===== src/rtl/rsa_pkg.sv =====
// ---------------------------------------------------------------------------
// rsa_pkg
//   Shared types for the RSA exponentiation control path.
//   op_t        : operand selection presented to the Montgomery datapath
//                 (SQR: A=acc,B=acc; MUL: A=acc,B=base; CVT: A=acc,B=1).
//   exp_state_t : externally visible sequencing state. The parent owns
//                 IDLE/FIN; the product sequencer owns CLR..HOLD.
//   cnt_w()     : width of the bit/iteration counters, never below 1 bit.
// ---------------------------------------------------------------------------
package rsa_pkg;

    typedef enum logic [1:0] {
        OP_SQR = 2'b00,
        OP_MUL = 2'b01,
        OP_CVT = 2'b10
    } op_t;

    typedef enum logic [2:0] {
        IDLE = 3'd0,
        CLR  = 3'd1,
        LOAD = 3'd2,
        ITER = 3'd3,
        CAPT = 3'd4,
        HOLD = 3'd5,
        FIN  = 3'd6
    } exp_state_t;

    function automatic int cnt_w(input int w);
        return (w > 1) ? $clog2(w) : 1;
    endfunction

endpackage


===== src/rtl/mmm_seq.sv =====
// ---------------------------------------------------------------------------
// mmm_seq
//   Single Montgomery-product sequencer: CLR -> LOAD -> ITER x WIDTH ->
//   CAPT -> HOLD, then either straight into the next product (go=1 while in
//   HOLD) or back to IDLE.
//
//   Handshake with the parent:
//     go  (in)  : sampled in IDLE and in HOLD; 1 starts (or chains) a product.
//     fin (out) : high for the HOLD cycle; the parent decides the next
//                 operation in that same cycle and answers with go.
//   Both sides only advance on cycles with ena=1, so a stalled HOLD keeps
//   fin high and the decision is simply re-evaluated, never duplicated.
//
// Ports
//   clk, rstb       clock, asynchronous active-low reset
//   ena             global enable, all state holds when 0
//   go              product request from the parent
//   clear/ld_a/ld_r multiplier strobes (CLR / LOAD / CAPT)
//   lock            result hold: set on entering HOLD, cleared on next CLR
//   acc_we          accumulator write strobe (HOLD)
//   fin             product complete (HOLD)
//   seq_state       current sequencer state, for debug and status
// ---------------------------------------------------------------------------
module mmm_seq
    import rsa_pkg::*;
#(
    parameter int WIDTH = 4
) (
    input  logic       clk,
    input  logic       rstb,
    input  logic       ena,
    input  logic       go,
    output logic       clear,
    output logic       ld_a,
    output logic       ld_r,
    output logic       lock,
    output logic       acc_we,
    output logic       fin,
    output exp_state_t seq_state
);

    localparam int            CW        = cnt_w(WIDTH);
    localparam logic [CW-1:0] ITER_LAST = CW'(WIDTH - 1);

    exp_state_t    seq_q, seq_d;
    logic [CW-1:0] iter_cnt_q, iter_cnt_d;
    logic          lock_q, lock_d;

    always_comb begin
        seq_d      = seq_q;
        iter_cnt_d = iter_cnt_q;
        lock_d     = lock_q;
        if (ena) begin
            case (seq_q)
                IDLE: if (go) seq_d = CLR;
                CLR:  seq_d = LOAD;
                LOAD: begin
                    seq_d      = ITER;
                    iter_cnt_d = '0;
                end
                ITER: begin
                    if (iter_cnt_q == ITER_LAST) begin
                        seq_d      = CAPT;
                        iter_cnt_d = '0;
                    end else begin
                        iter_cnt_d = iter_cnt_q + 1'b1;
                    end
                end
                CAPT: seq_d = HOLD;
                HOLD: seq_d = go ? CLR : IDLE;
                default: seq_d = IDLE;
            endcase
            // lock is the only strobe that outlives its state: it keeps the
            // final result stable after the run until a new product clears it.
            if (seq_d == HOLD) begin
                lock_d = 1'b1;
            end else if (seq_d == CLR) begin
                lock_d = 1'b0;
            end
        end
    end

    always_ff @(posedge clk or negedge rstb) begin
        if (!rstb) begin
            seq_q      <= IDLE;
            iter_cnt_q <= '0;
            lock_q     <= 1'b0;
        end else begin
            seq_q      <= seq_d;
            iter_cnt_q <= iter_cnt_d;
            lock_q     <= lock_d;
        end
    end

    assign clear     = (seq_q == CLR);
    assign ld_a      = (seq_q == LOAD);
    assign ld_r      = (seq_q == CAPT);
    assign acc_we    = (seq_q == HOLD);
    assign fin       = (seq_q == HOLD);
    assign lock      = lock_q;
    assign seq_state = seq_q;

endmodule


===== src/rtl/mmp_exp_ctrl.sv =====
// ---------------------------------------------------------------------------
// mmp_exp_ctrl
//   Constant-time square-and-multiply sequencer for the bit-serial
//   Montgomery multiplier. The exponent is scanned MSB first; every bit is
//   squared, a multiply follows only for a 1 bit, and the run ends with one
//   convert-out product (B=1). Each product takes WIDTH+4 cycles; a run
//   takes WIDTH + popcount(E) + 1 products, and done appears
//   1 + ops*(WIDTH+4) cycles after the cycle in which start was accepted.
//
// Ports
//   clk, rstb    clock, asynchronous active-low reset
//   ena          global enable; all state and outputs hold when 0
//   start        run request, sampled only in IDLE
//   E            exponent, captured when start is accepted
//   busy         high from accepted start through the done cycle
//   done         one-cycle pulse, final result valid on the multiplier R
//   clear, ld_a, ld_r, lock, acc_we   multiplier / accumulator strobes
//   op           operand select for the current product (stable per product)
//   dbg_state    combined sequencing state (exp_state_t encoding)
// ---------------------------------------------------------------------------
module mmp_exp_ctrl
    import rsa_pkg::*;
#(
    parameter int WIDTH = 4
) (
    input  logic             clk,
    input  logic             rstb,
    input  logic             ena,
    input  logic             start,
    input  logic [WIDTH-1:0] E,
    output logic             busy,
    output logic             done,
    output logic             clear,
    output logic             ld_a,
    output logic             ld_r,
    output logic             lock,
    output logic [1:0]       op,
    output logic             acc_we,
    output logic [2:0]       dbg_state
);

    localparam int            CW      = cnt_w(WIDTH);
    localparam logic [CW-1:0] BIT_TOP = CW'(WIDTH - 1);

    // Coarse run phase; the product-level detail lives in mmm_seq.
    localparam logic [1:0] PH_IDLE = 2'd0;
    localparam logic [1:0] PH_RUN  = 2'd1;
    localparam logic [1:0] PH_FIN  = 2'd2;

    logic [1:0]       ph_q, ph_d;
    logic [WIDTH-1:0] e_q, e_d;
    logic [CW-1:0]    bit_idx_q, bit_idx_d;
    op_t              op_q, op_d;

    logic       go;
    logic       advance;
    logic       seq_fin;
    exp_state_t seq_state;

    mmm_seq #(
        .WIDTH(WIDTH)
    ) u_seq (
        .clk       (clk),
        .rstb      (rstb),
        .ena       (ena),
        .go        (go),
        .clear     (clear),
        .ld_a      (ld_a),
        .ld_r      (ld_r),
        .lock      (lock),
        .acc_we    (acc_we),
        .fin       (seq_fin),
        .seq_state (seq_state)
    );

    always_comb begin
        ph_d      = ph_q;
        e_d       = e_q;
        bit_idx_d = bit_idx_q;
        op_d      = op_q;
        go        = 1'b0;
        advance   = 1'b0;
        if (ena) begin
            case (ph_q)
                PH_IDLE: begin
                    if (start) begin
                        ph_d      = PH_RUN;
                        e_d       = E;
                        bit_idx_d = BIT_TOP;
                        op_d      = OP_SQR;
                        go        = 1'b1;
                    end
                end
                PH_RUN: begin
                    // Decide the following product while the current one is
                    // in HOLD so the next CLR follows without a gap.
                    if (seq_fin) begin
                        case (op_q)
                            OP_SQR: begin
                                if (e_q[bit_idx_q]) begin
                                    op_d = OP_MUL;
                                    go   = 1'b1;
                                end else begin
                                    advance = 1'b1;
                                end
                            end
                            OP_MUL:  advance = 1'b1;
                            default: ph_d = PH_FIN;
                        endcase
                    end
                end
                PH_FIN:  ph_d = PH_IDLE;
                default: ph_d = PH_IDLE;
            endcase
            // Bit finished: move to the next lower bit, or convert out
            // after bit 0. bit_idx therefore never wraps.
            if (advance) begin
                go = 1'b1;
                if (bit_idx_q != '0) begin
                    bit_idx_d = bit_idx_q - 1'b1;
                    op_d      = OP_SQR;
                end else begin
                    op_d = OP_CVT;
                end
            end
        end
    end

    always_ff @(posedge clk or negedge rstb) begin
        if (!rstb) begin
            ph_q      <= PH_IDLE;
            e_q       <= '0;
            bit_idx_q <= '0;
            op_q      <= OP_SQR;
        end else begin
            ph_q      <= ph_d;
            e_q       <= e_d;
            bit_idx_q <= bit_idx_d;
            op_q      <= op_d;
        end
    end

    assign busy = (ph_q != PH_IDLE);
    assign done = (ph_q == PH_FIN);
    assign op   = op_q;

    always_comb begin
        dbg_state = seq_state;
        if (ph_q == PH_IDLE) begin
            dbg_state = IDLE;
        end else if (ph_q == PH_FIN) begin
            dbg_state = FIN;
        end
    end

endmodule


===== config.mk =====
export PLATFORM = sky130hd
export DESIGN_NAME = mmp_exp_ctrl
export DESIGN_NICKNAME = d
export VERILOG_FILES = /design/src/rtl/rsa_pkg.sv /design/src/rtl/mmm_seq.sv /design/src/rtl/mmp_exp_ctrl.sv
export SDC_FILE = /design/constraint.sdc
export NUM_CORES = 1
export LEC_CHECK = 0
export ABC_AREA = 0
export BUFFER_PORTS_ARGS = -buffer_cell sky130_fd_sc_hd__buf_2
export CELL_PAD_IN_SITES_DETAIL_PLACEMENT = 0
export CELL_PAD_IN_SITES_GLOBAL_PLACEMENT = 1
export CORE_ASPECT_RATIO = 1.1
export CORE_MARGIN = 3
export CORE_UTILIZATION = 39
export CTS_CLUSTER_SIZE = 24
export DETAILED_ROUTE_END_ITERATION = 10
export GPL_TIMING_DRIVEN = 0
export PLACE_DENSITY_LB_ADDON = 0.1
export SLEW_MARGIN = 25
export SYNTH_ARGS = -nofsm -noshare
export SYNTH_HDL_FRONTEND = slang
export SYNTH_SLANG_ARGS = --single-unit

===== constraint.sdc =====
create_clock -name clk -period 1.8 [get_ports clk]
set_input_delay 0.36 -clock clk [delete_from_list [all_inputs] [get_ports clk]]
set_output_delay 0.36 -clock clk [all_outputs]
set_load 0.01 [all_outputs]

Yosys cells after proc, flatten, opt, wreduce, memory -nomap -nowiden
Cells that the tools add are included.
{"block": "totals", "inputBits": 8, "register_bits": 16}
{"block": "classes", "reduce_logical": 14, "n_addsub": 2, "muxes": 40, "magnitude_cmp": 1, "n_eq_ne": 18}
{"op": "2-bit two-way mux", "n": 14}
{"op": "3-bit case mux with 6 select lines", "n": 1}
{"op": "3-bit two-way mux", "n": 5}
{"op": "1-bit two-way mux", "n": 14}
{"op": "3-bit != test, second input constant", "n": 4}
{"op": "2-bit case mux with 2 select lines", "n": 3}
{"op": "3-bit == test, second input constant", "n": 3}
{"op": "2-bit nonzero test", "n": 4}
{"op": "3-bit by 1-bit == test with 1-bit output, second input constant", "n": 2}
{"op": "3-bit by 2-bit == test with 1-bit output, second input constant", "n": 2}
{"op": "2-bit != test, second input constant", "n": 3}
{"op": "6-bit AND reduction", "n": 1}
{"op": "2-bit by 1-bit == test with 1-bit output, second input constant", "n": 2}
{"op": "2-bit == test, second input constant", "n": 2}
{"op": "2-bit logical NOT", "n": 2}
{"op": "1-bit case mux with 2 select lines", "n": 2}
{"op": "2-bit AND reduction", "n": 2}
{"op": "4-bit AND reduction", "n": 1}
{"op": "3-bit logical NOT", "n": 1}
{"op": "2-bit by 3-bit < comparator with 1-bit output, second input constant", "n": 1}
{"op": "3-bit AND reduction", "n": 1}
{"op": "3-bit nonzero test", "n": 1}
{"op": "2-bit by 1-bit adder with 2-bit output, second input constant", "n": 1}
{"op": "1-bit binary-select mux with 2-bit select", "n": 1}
{"op": "other kinds (2)", "n": 2}

Logic depth before layout (Yosys ltp)
Gate-level depths: netlist (run 1).
{"block": "depth", "depth_word": 15, "ltp_mapped": 5, "depth_no_buf": 4}

Modules after synthesis
Synthesis (run 1) repeated with hierarchy kept, for this count alone.
{"block": "unflattened", "cells_unflattened": 94, "area_unflattened_um2": 927.1}
{"mod": "mmp_exp_ctrl", "area_per_inst_um2": 544.3, "instances": 1, "cells_each": 54, "seq_area_each_um2": 250.2}
{"mod": "mmm_seq", "area_per_inst_um2": 382.9, "instances": 1, "cells_each": 40, "seq_area_each_um2": 150.1}

Worst setup path after synthesis (run 1)
OpenSTA, ideal clock, no wires.
{"block": "synth_timing", "path_type": "reg-to-reg", "start": "register ph_q[0]", "end": "register e_q[0]", "required_ps": 1675, "arrival_time_ps": 1297, "setup_slack_ps": 378, "path_buffers": 1, "setup_ps": 125, "stages_incl_launch_ff": 5, "path_cell_list": "dfrtp_1 -> buf_2 -> or2_1 -> nor2_4 -> mux2_2"}
{"block": "synth_via", "elab_chain_len": 2}
{"element": "from (decl)", "line_no": "mmp_exp_ctrl.sv:50", "text": "logic [1:0] ph_q, ph_d;"}
{"element": "from (signal assigned)", "line_no": "mmp_exp_ctrl.sv:136", "text": "ph_q <= ph_d;"}
{"element": "2-bit logical NOT", "line_no": "mmp_exp_ctrl.sv:84", "text": "case (ph_q)"}
{"element": "3-bit AND reduction (no source line)"}
{"element": "to (signal assigned)", "line_no": "mmp_exp_ctrl.sv:132", "text": "e_q <= '0;"}
{"element": "to (signal assigned)", "line_no": "mmp_exp_ctrl.sv:137", "text": "e_q <= e_d;"}
{"element": "to (decl)", "line_no": "mmp_exp_ctrl.sv:51", "text": "logic [WIDTH-1:0] e_q, e_d;"}
No other way between the ends.
A chain may end at the register's enable or synchronous reset.

Final worst setup path (run 1)
{"block": "layout_timing", "start": "register u_seq.seq_q[1] (netlist: u_seq.seq_state[1])", "end": "output port ld_r"}
{"block": "layout_via", "elab_chain_len": 1}
{"element": "from (decl)", "line_no": "mmm_seq.sv:45", "text": "exp_state_t seq_q, seq_d;"}
{"element": "from (signal assigned)", "line_no": "mmm_seq.sv:89", "text": "seq_q <= seq_d;"}
{"element": "3-bit == test", "line_no": "mmm_seq.sv:97", "text": "assign ld_r = (seq_q == CAPT);"}
{"element": "to (decl)", "line_no": "mmp_exp_ctrl.sv:35", "text": "output logic ld_r,"}
No other way between the ends.

==> results_dict.tcl, run 1 <==
set metrics [dict create \
    io_buffers 19 \
    p_int_uw 792 \
    criticalPathCategory "flip-flop to output port" \
    drtIter0Drc 9 \
    die_w_um 52.7 \
    vias 793 \
    tightest_slew_ns 0.426 \
    antenna_found_initial 0 \
    netlist_area_sq_um 935 \
    cp.required_ns 1.44 \
    swShare_pct 36.7 \
    period_share_pct 94.2 \
    p_sw_uw 460 \
    combPwrFrac_pct 40.2 \
    setup_violations 0 \
    layout-drive-gt1-share_pct 32.8 \
    cpMaxStageDelayCell "dfrtp_1" \
    chipHeight_um 57.3 \
    io_pins 20 \
    drcViolationCount 0 \
    htreeDepth 1 \
    yosysMostFrequentCell "dfrtp_1" \
    coreArea_sq_mm 0.00213 \
    async_flop_share_pct 100 \
    cpPeakStageDelay_ns 0.40 \
    cp_max_fo 10 \
    crit_chain "buf_2, nor3b_1, buf_2" \
    max_freq_mhz 590 \
    num_rows 17 \
    rsz0062_at_grt "no" \
    status "completed" \
    ys_types 38 \
    cts_buffer_depth 2 \
    hpwl_mm 1.46 \
    cap_violations 0 \
    cts_buffers 3 \
    synth_enable_flop_cells 0 \
    grt_first_pass_wirelength_mm 3.39 \
    yosys_warnings 0 \
    setup_ws_ns 0.105 \
    skew_ns 0.00287 \
    finish.utilization_pct 52.3 \
    slew_headroom_pct 71.6 \
    grt.total_usage_pct 14.9 \
    grt_start_max_net_pins 17 \
    synth_area_per_cell_sq_um 9.25 \
    start_util_pct 43.9 \
    synth.area.top_cells "dfrtp_1 43%, nand2_1 5.2%, mux2_2 4.8%, a21oi_1 3.2%, o21ai_0 3.2%" \
    die_area_sq_mm 0.00302 \
    area.growth.synth_to_final_pct 19.0 \
    ys_ff_latch 16 \
    worstSkewPairLatency_ns 0.29 \
    leakage_uw 0.000542 \
    end_kind "output port" \
    place_congestion 0.743 \
    wl_per_cell_um 13.1 \
    root_buffer "clkbuf_4" \
    final_nets 135 \
    cp.buffers_inverters 2 \
    p_per_area_mw_per_mm2 1130 \
    seq_area_frac_synth_pct 42.8 \
    globalRouteOverflowTotal 0 \
    synth_top_area_cell "dfrtp_1" \
    first_global_vias 734 \
    ir_drop_v 0.000543 \
    crit_family "flip-flops" \
    syn-num-nets 110 \
    path_common_cell "buf_2" \
    fin_tns_setup_ns 0 \
    startpoint_type "flip-flop" \
    drt_wl_total_mm 2.01 \
    synth_common_cells "16 x dfrtp_1, 13 x nand2_1, 7 x nor2_1" \
    place_ws_ns 0.293 \
    clk_pin_slew_ns 0.10 \
    n_antenna_cell 0 \
    slew_violations 0 \
    hold_violations 0 \
    seqPwrFrac_pct 40.1 \
    cts_sinks 16 \
    cts_tree "done" \
    clockPowerShare_pct 19.7 \
    drt-pass1-iter-count 4 \
    crit_arrival_ns 1.34 \
    synth_flop_cell "dfrtp_1" \
    synth_cells 101 \
    hold_class "input port to flip-flop" \
    period_needed_ns 1.70 \
    ant_nets 0 \
    synth_top_area_share_pct 42.8 \
    viasPerCell 5.18 \
]
-- power by group through the flow --
stage / Clock, uW / Combinational, uW / Sequential, uW
after floorplan: 0 / 373 / 497
after global placement: 0 / 501 / 505
after detailed placement: 0 / 504 / 510
after CTS: 252 / 509 / 503
after global routing: 266 / 574 / 520
final: 247 / 504 / 502
-- layer usage --
metal  up-vias  wire [um]  track usage (%)
li1        401          -                -
met1       378        965             21.0
met2        14        947             23.2
met3         0         93             2.35
met4         0          0             4.38
met5         -          0                0
-- state kept, by name, summed over array words and instances, names as in the netlist --
signal / flops
bit_idx_q: 2
e_q: 4
op: 2
ph_q: 2
u_seq.lock: 1
u_seq.iter_cnt_q: 2
u_seq.seq_state: 3
-- area by class of cell --
type	instances	area (sq um)
tap	28	35.0
multi-input combinational	74	484
sequential	16	400
inverter	4	15.0
buffer	7	36.3
clock buffer	4	36.3
timing repair buffer	20	105
fill	229	1010
-- layout by cell type (no fill, tap or decap), types with 2 or more instances in the layout --
master / netlist / final
nor2_1: 7 / 7
inv_1: 4 / 4
nor3_1: 3 / 3
dfrtp_1: 16 / 16
o21ai_0: 6 / 6
nor2b_1: 3 / 3
o22ai_1: 2 / 2
mux2_2: 4 / 4
nand3_1: 3 / 3
mux2i_1: 2 / 2
a21oi_1: 6 / 6
buf_2: 4 / 23
nand2_1: 13 / 13
or2_2: 2 / 2
clkbuf_4: 0 / 3
nand2b_1: 2 / 2
-- final timing paths --
kind                                                  from  depth (start not counted)  slack, ns                               to
min reg2reg                u_seq.iter_cnt_q[1]$_DFFE_PN0P_                          2       0.49  u_seq.iter_cnt_q[1]$_DFFE_PN0P_
min                                                   E[2]                          2       0.30               e_q[2]$_DFFE_PN0P_
max in group asynchronous                             rstb                          2       1.02               e_q[3]$_DFFE_PN0P_
min in group asynchronous                             rstb                          2       0.50              ph_q[0]$_DFFE_PN0P_
max reg2reg                 u_seq.seq_state[0]$_DFFE_PN0P_                          5       0.27                op[1]$_DFFE_PN0P_
max                         u_seq.seq_state[1]$_DFFE_PN0P_                          3       0.10                             ld_r
-- cells by family (layout without fill, tap and decap cells) --
logic type | after synthesis | count (layout) | share of synthesized area (%)
AO/OA/AOI/OAI | 23 | 23 | 17.0
adder cells (fa/ha/maj) | 1 | 1 | 1.34
buffers and inverters | 11 | 35 | 5.35
flip-flops | 16 | 16 | 42.8
multiplexers | 7 | 7 | 8.57
AND/OR/NAND/NOR | 43 | 43 | 24.9
-- stage by stage --
stage	hold WS [ns]	area, sq um	total power, uW	instances
floorplan	0.0644	935	870	101
global placement	0.304	1060	1010	148
detailed placement	0.299	1060	1010	148
CTS	0.297	1110	1260	153
global route	0.301	1110	1360	153
finish	0.302	1110	1250	153
-- timing repair --
item | CTS | global route
hold buffers | 1 | 0
hold endpoints to repair | 16 | 0
buffers inserted | 0 | 0
endpoints found under the setup margin | 0 | 2
gates resized for setup | 0 | 2
Power figures use the tool's default switching activity.
==> run 2, diff against run 1 <==
Settings changed: CORE_UTILIZATION 39 to 32.
==> run 2 against run 1 <==
Effect of this change: final cell count grew 2.0%; clock-buffer cell count is the same; clock skew grew 0.0091 ns; power grew 1.0%; register-to-register slack gained 0.03 ns; first-iteration DRC count shrank 22%; critical path type unchanged; flip-flop and latch count is the same; fmax grew 1.2%; critical endpoint is now clear; clock power shrank 2%; setup slack gained 0.021 ns; non-clock buffer count is the same; routed wire length grew 9.8%.
==> results_dict.tcl, run 2 (synthesized netlist as in run 1, its figures left out) <==
set metrics [dict create \
    cp.buffers_inverters 2 \
    power_uw 1260 \
    largest_reg_flops 4 \
    cts_buffer_depth 2 \
    hold_class "input port to flip-flop" \
    root_buffer "clkbuf_4" \
    drcViolationCount 0 \
    htreeDepth 1 \
    globalRouteOverflowTotal 0 \
    n_antenna_cell 0 \
    seqPwrFrac_pct 39.9 \
    area.growth.synth_to_final_pct 19.9 \
    cts_sinks 16 \
    period_needed_ns 1.67 \
    p_int_uw 793 \
    crit_arrival_ns 1.31 \
    drt-pass1-iter-count 4 \
    cpMaxStageDelayCell "dfrtp_1" \
    tightest_slew_ns 0.444 \
    setup_ws_ns 0.125 \
    drt_wl_total_mm 2.20 \
    worstHoldStart "E[2]" \
    final_cells 156 \
    skew_ns 0.0120 \
    hpwl_mm 1.66 \
    ant_nets 0 \
    slew_headroom_pct 70.4 \
    cts_buffers 3 \
    postPlaceCellArea_sq_mm 0.00107 \
    rr_startpoint "u_seq.seq_state[0]$_DFFE_PN0P_" \
    viasPerCell 5.08 \
    final_cell_mix "23 x buf_2, 16 x dfrtp_1, 13 x nand2_1" \
    fin_area_sq_mm 0.00112 \
    clockPowerShare_pct 19.2 \
    fin_tns_setup_ns 0 \
    coreArea_sq_mm 0.00264 \
    period_share_pct 93.0 \
    leakage_uw 0.000542 \
    start_util_pct 35.4 \
    swShare_pct 37.3 \
    startpoint_type "flip-flop" \
    cpPeakStageDelay_ns 0.39 \
    grt_start_max_net_pins 17 \
    seqCellArea_sq_um 400 \
    criticalPathCategory "flip-flop to output port" \
    hold_violations 0 \
    antenna_found_initial 0 \
    setup_violations 0 \
    p_per_area_mw_per_mm2 1130 \
    die_w_um 57.5 \
    drtIter0Drc 7 \
    layout-drive-gt1-share_pct 33.6 \
    max_freq_mhz 597 \
    p_sw_uw 472 \
    cp-startpoint "u_seq.seq_state[2]$_DFFE_PN0P_" \
    cp.required_ns 1.44 \
    worstSkewPairLatency_ns 0.29 \
    die_area_sq_mm 0.00361 \
    io_buffers 19 \
    rsz0062_at_grt "no" \
    placedCellCount 151 \
    cap_violations 0 \
    slew_violations 0 \
    grt_first_pass_wirelength_mm 3.91 \
    regMostFlops "e_q" \
    place_ws_ns 0.317 \
    crit_family "flip-flops" \
    vias 793 \
    status "completed" \
    clk_pin_slew_ns 0.11 \
    io_pins 20 \
    cts_tree "done" \
    final_nets 135 \
    place_congestion 0.742 \
    cp_max_fo 10 \
    fillers 279 \
    end_kind "output port" \
    combPwrFrac_pct 40.9 \
    first_global_vias 805 \
    grt.total_usage_pct 13.7 \
    multi_input_area_sq_um 489 \
    crit_chain "buf_2, nor2b_1, nor2b_1, buf_2" \
    wl_per_cell_um 14.1 \
    final_common_cell "buf_2" \
    num_rows 19 \
    ir_drop_v 0.000601 \
    chipHeight_um 62.7 \
]
[run 2: power by group through the flow]
| stage | combinational [uW] | clock (uW) | sequential [uW] |
|---|---|---|---|
| 2_1_floorplan | 373 | 0 | 497 |
| 3_3_place_gp | 505 | 0 | 507 |
| 3_5_place_dp | 519 | 0 | 512 |
| 4_1_cts | 523 | 256 | 505 |
| 5_1_grt | 597 | 277 | 519 |
| 6_report | 517 | 243 | 505 |
[run 2: timing repair]
action | 4_1_cts | 5_1_grt
hold buffers | 1 | 0
endpoints found under the setup margin | 0 | 3
gates resized for setup | 0 | 3
buffers inserted | 0 | 0
hold endpoints to repair | 16 | 0
[run 2: layout make-up]
class	count	share of cell area, %
multi-input combinational	74	43.6
sequential	16	35.7
timing repair buffer	20	9.37
clock buffer	4	3.24
buffer	7	3.24
tap	31	3.46
inverter	4	1.34
[run 2: worst register-to-register path, delay by kind of cell (launching register included)]
kind / cells / cell delay (ns)
muxes: 1 / 0.30
AOI/OAI and AO/OA: 1 / 0.22
buffers and inverters: 1 / 0.15
and+or+nand+nor: 2 / 0.28
DFF: 1 / 0.45
[run 2: routing by layer]
layer | vias up | routed length (um) | GRT usage, %
met5 | - | 0 | 0
met4 | 0 | 20 | 5.22
met3 | 2 | 98 | 3.10
met2 | 11 | 1100 | 21.3
met1 | 377 | 989 | 18.3
li1 | 403 | - | -
[run 2: final timing paths]
path	endpoint	slack [ns]	depth (start not counted)
worst max-delay path	clear	0.13	4
worst min-delay path	e_q[2]$_DFFE_PN0P_	0.31	2
worst max register to register	op[1]$_DFFE_PN0P_	0.30	5
worst min register to register	u_seq.iter_cnt_q[1]$_DFFE_PN0P_	0.49	2
max in group asynchronous	u_seq.seq_state[1]$_DFFE_PN0P_	1.02	2
min in group asynchronous	ph_q[0]$_DFFE_PN0P_	0.50	2
[run 2: per-stage QoR]
step	hold slack [ns]	util, %
after global routing	0.282	42.5
after detailed placement	0.306	40.5
final	0.306	42.5
after floorplan	0.0644	-
after CTS	0.292	42.2
after global placement	0.306	40.5
==> run 3, diff against run 2 <==
Settings changed: CORE_ASPECT_RATIO 1.1 to 1.75.
==> run 3 against run 2 <==
Effect of this change: register-to-register slack got worse by 0.04 ns; clock power increased by 34%; largest power group is now sequential cells; non-clock buffer count shrank 1; final cell count shrank 3.2%; routed wire length decreased by 4.2%; setup slack improved by 0.029 ns; power grew 5.3%; critical path depth down 1; clock-buffer cell count did not move.
==> results_dict.tcl, run 3 (synthesized netlist as in run 1, its figures left out) <==
set metrics [dict create \
    cts_sinks 16 \
    wl_per_cell_um 14.0 \
    fin_tns_setup_ns 0 \
    largest_reg_flops 4 \
    cp.required_ns 1.44 \
    start_util_pct 34.0 \
    layout-drive-gt1-share_pct 33.1 \
    status "completed" \
    drtIter0Drc 11 \
    cap_violations 0 \
    cts_post_setup_buffers_inserted 0 \
    fillers 305 \
    htreeDepth 1 \
    place_congestion 0.711 \
    hold_class "input port to async pin" \
    worstSkewPairLatency_ns 0.25 \
    drt_wl_total_mm 2.11 \
    num_rows 25 \
    coreArea_sq_mm 0.00275 \
    cpPeakStageDelay_ns 0.39 \
    postCtsResizedCells 0 \
    slew_headroom_pct 73.5 \
    hold_violations 0 \
    n_antenna_cell 0 \
    period_share_pct 91.5 \
    skew_ns 0.00180 \
    grt_first_pass_wirelength_mm 3.62 \
    criticalPathCategory "flip-flop to output port" \
    p_sw_uw 469 \
    final_cells 151 \
    clk_pin_slew_ns 0.07 \
    clockPowerShare_pct 24.4 \
    io_pins 20 \
    globalRouteOverflowTotal 0 \
    viasPerCell 5.40 \
    swShare_pct 35.2 \
    crit_arrival_ns 1.29 \
    first_global_vias 811 \
    final_nets 134 \
    r2r_cells 5 \
    cpMaxStageDelayCell "dfrtp_1" \
    placedCellCount 147 \
    drcViolationCount 0 \
    chipHeight_um 77.5 \
    cp_max_fo 10 \
    die_w_um 46.9 \
    holdBufCountCts 0 \
    rsz0062_at_grt "no" \
    cts_tree "done" \
    final_common_cell "buf_2" \
    io_buffers 19 \
    cts_buffer_depth 2 \
    startpoint_type "flip-flop" \
    vias 816 \
    max_freq_mhz 607 \
    ir_drop_v 0.000744 \
    combPwrFrac_pct 37.7 \
    root_buffer "clkbuf_8" \
    final_cell_mix "23 x buf_2, 16 x dfrtp_1, 13 x nand2_1" \
    area.growth.synth_to_final_pct 19.8 \
    drt-pass1-iter-count 4 \
    antenna_found_initial 0 \
    tightest_slew_ns 0.398 \
    leakage_uw 0.000545 \
    regMostFlops "e_q" \
    die_area_sq_mm 0.00363 \
    grt_start_max_net_pins 17 \
    seqPwrFrac_pct 37.9 \
    holdWs_ns 0.0234 \
    crit_chain "buf_2, nor3b_1, buf_2" \
    grt.total_usage_pct 13.6 \
    period_needed_ns 1.65 \
    hpwl_mm 1.59 \
    setup_violations 0 \
    end_kind "output port" \
    p_per_area_mw_per_mm2 1190 \
    ant_nets 0 \
    p_int_uw 863 \
    cts_buffers 3 \
    slew_violations 0 \
    path_common_cell "buf_2" \
]
==> run 3: changes by cell type in the layout (fill, tap and decap cells not counted), sizes merged <==
cell | previous run | this run
dlygate4sd3 | 1 | 0
==> run 3: power groups by stage <==
| stage | logic [uW] | registers [uW] | clock network (uW) |
|---|---|---|---|
| 2_1_floorplan | 373 | 497 | 0 |
| 3_3_place_gp | 500 | 506 | 0 |
| 3_5_place_dp | 508 | 510 | 0 |
| 4_1_cts | 509 | 505 | 335 |
| 5_1_grt | 580 | 517 | 357 |
| 6_report | 503 | 504 | 325 |
==> run 3: critical path, delay by kind of cell, from the launching register on <==
kind                   cells  cell delay (ns)
and+or+nand+nor            1             0.28
DFF                        1             0.39
buffers and inverters      2             0.37
==> run 3: worst paths after layout <==
path | end | slack [ns] | start
setup / recovery | ld_r | 0.15 | u_seq.seq_state[1]$_DFFE_PN0P_
hold / removal | e_q[3]$_DFFE_PN0P_ | 0.02 | rstb
setup reg to reg | op[1]$_DFFE_PN0P_ | 0.26 | u_seq.seq_state[0]$_DFFE_PN0P_
hold reg to reg | u_seq.iter_cnt_q[1]$_DFFE_PN0P_ | 0.49 | u_seq.iter_cnt_q[1]$_DFFE_PN0P_
max in group asynchronous | u_seq.seq_state[1]$_DFFE_PN0P_ | 1.50 | rstb
min in group clk | e_q[1]$_DFFE_PN0P_ | 0.34 | E[1]
==> run 3: layout make-up <==
type,instances,area (sq um),share of cell area (%)
sequential,16,400,35.8
inverter,4,15.0,1.34
buffer,7,36.3,3.24
timing repair buffer,19,95.1,8.49
multi-input combinational,74,484,43.2
tap,27,33.8,3.02
clock buffer,4,55.1,4.92
==> run 3: routing by layer <==
metal	global-route usage, %	part of all wire (%)
met2	22.8	52
met5	0	0
met1	15.3	41
met4	7.48	3.0
met3	2.09	4.0
==> run 3: stage by stage <==
stage	utilization [%]	setup WS, ns	area, sq um	power (uW)
finish	40.7	0.154	1120	1330
global route	40.7	0.0472	1120	1450
CTS	40.6	0.0807	1120	1350
detailed placement	38.6	0.285	1060	1020
global placement	38.6	0.278	1060	1010
floorplan	-	0.378	935	870
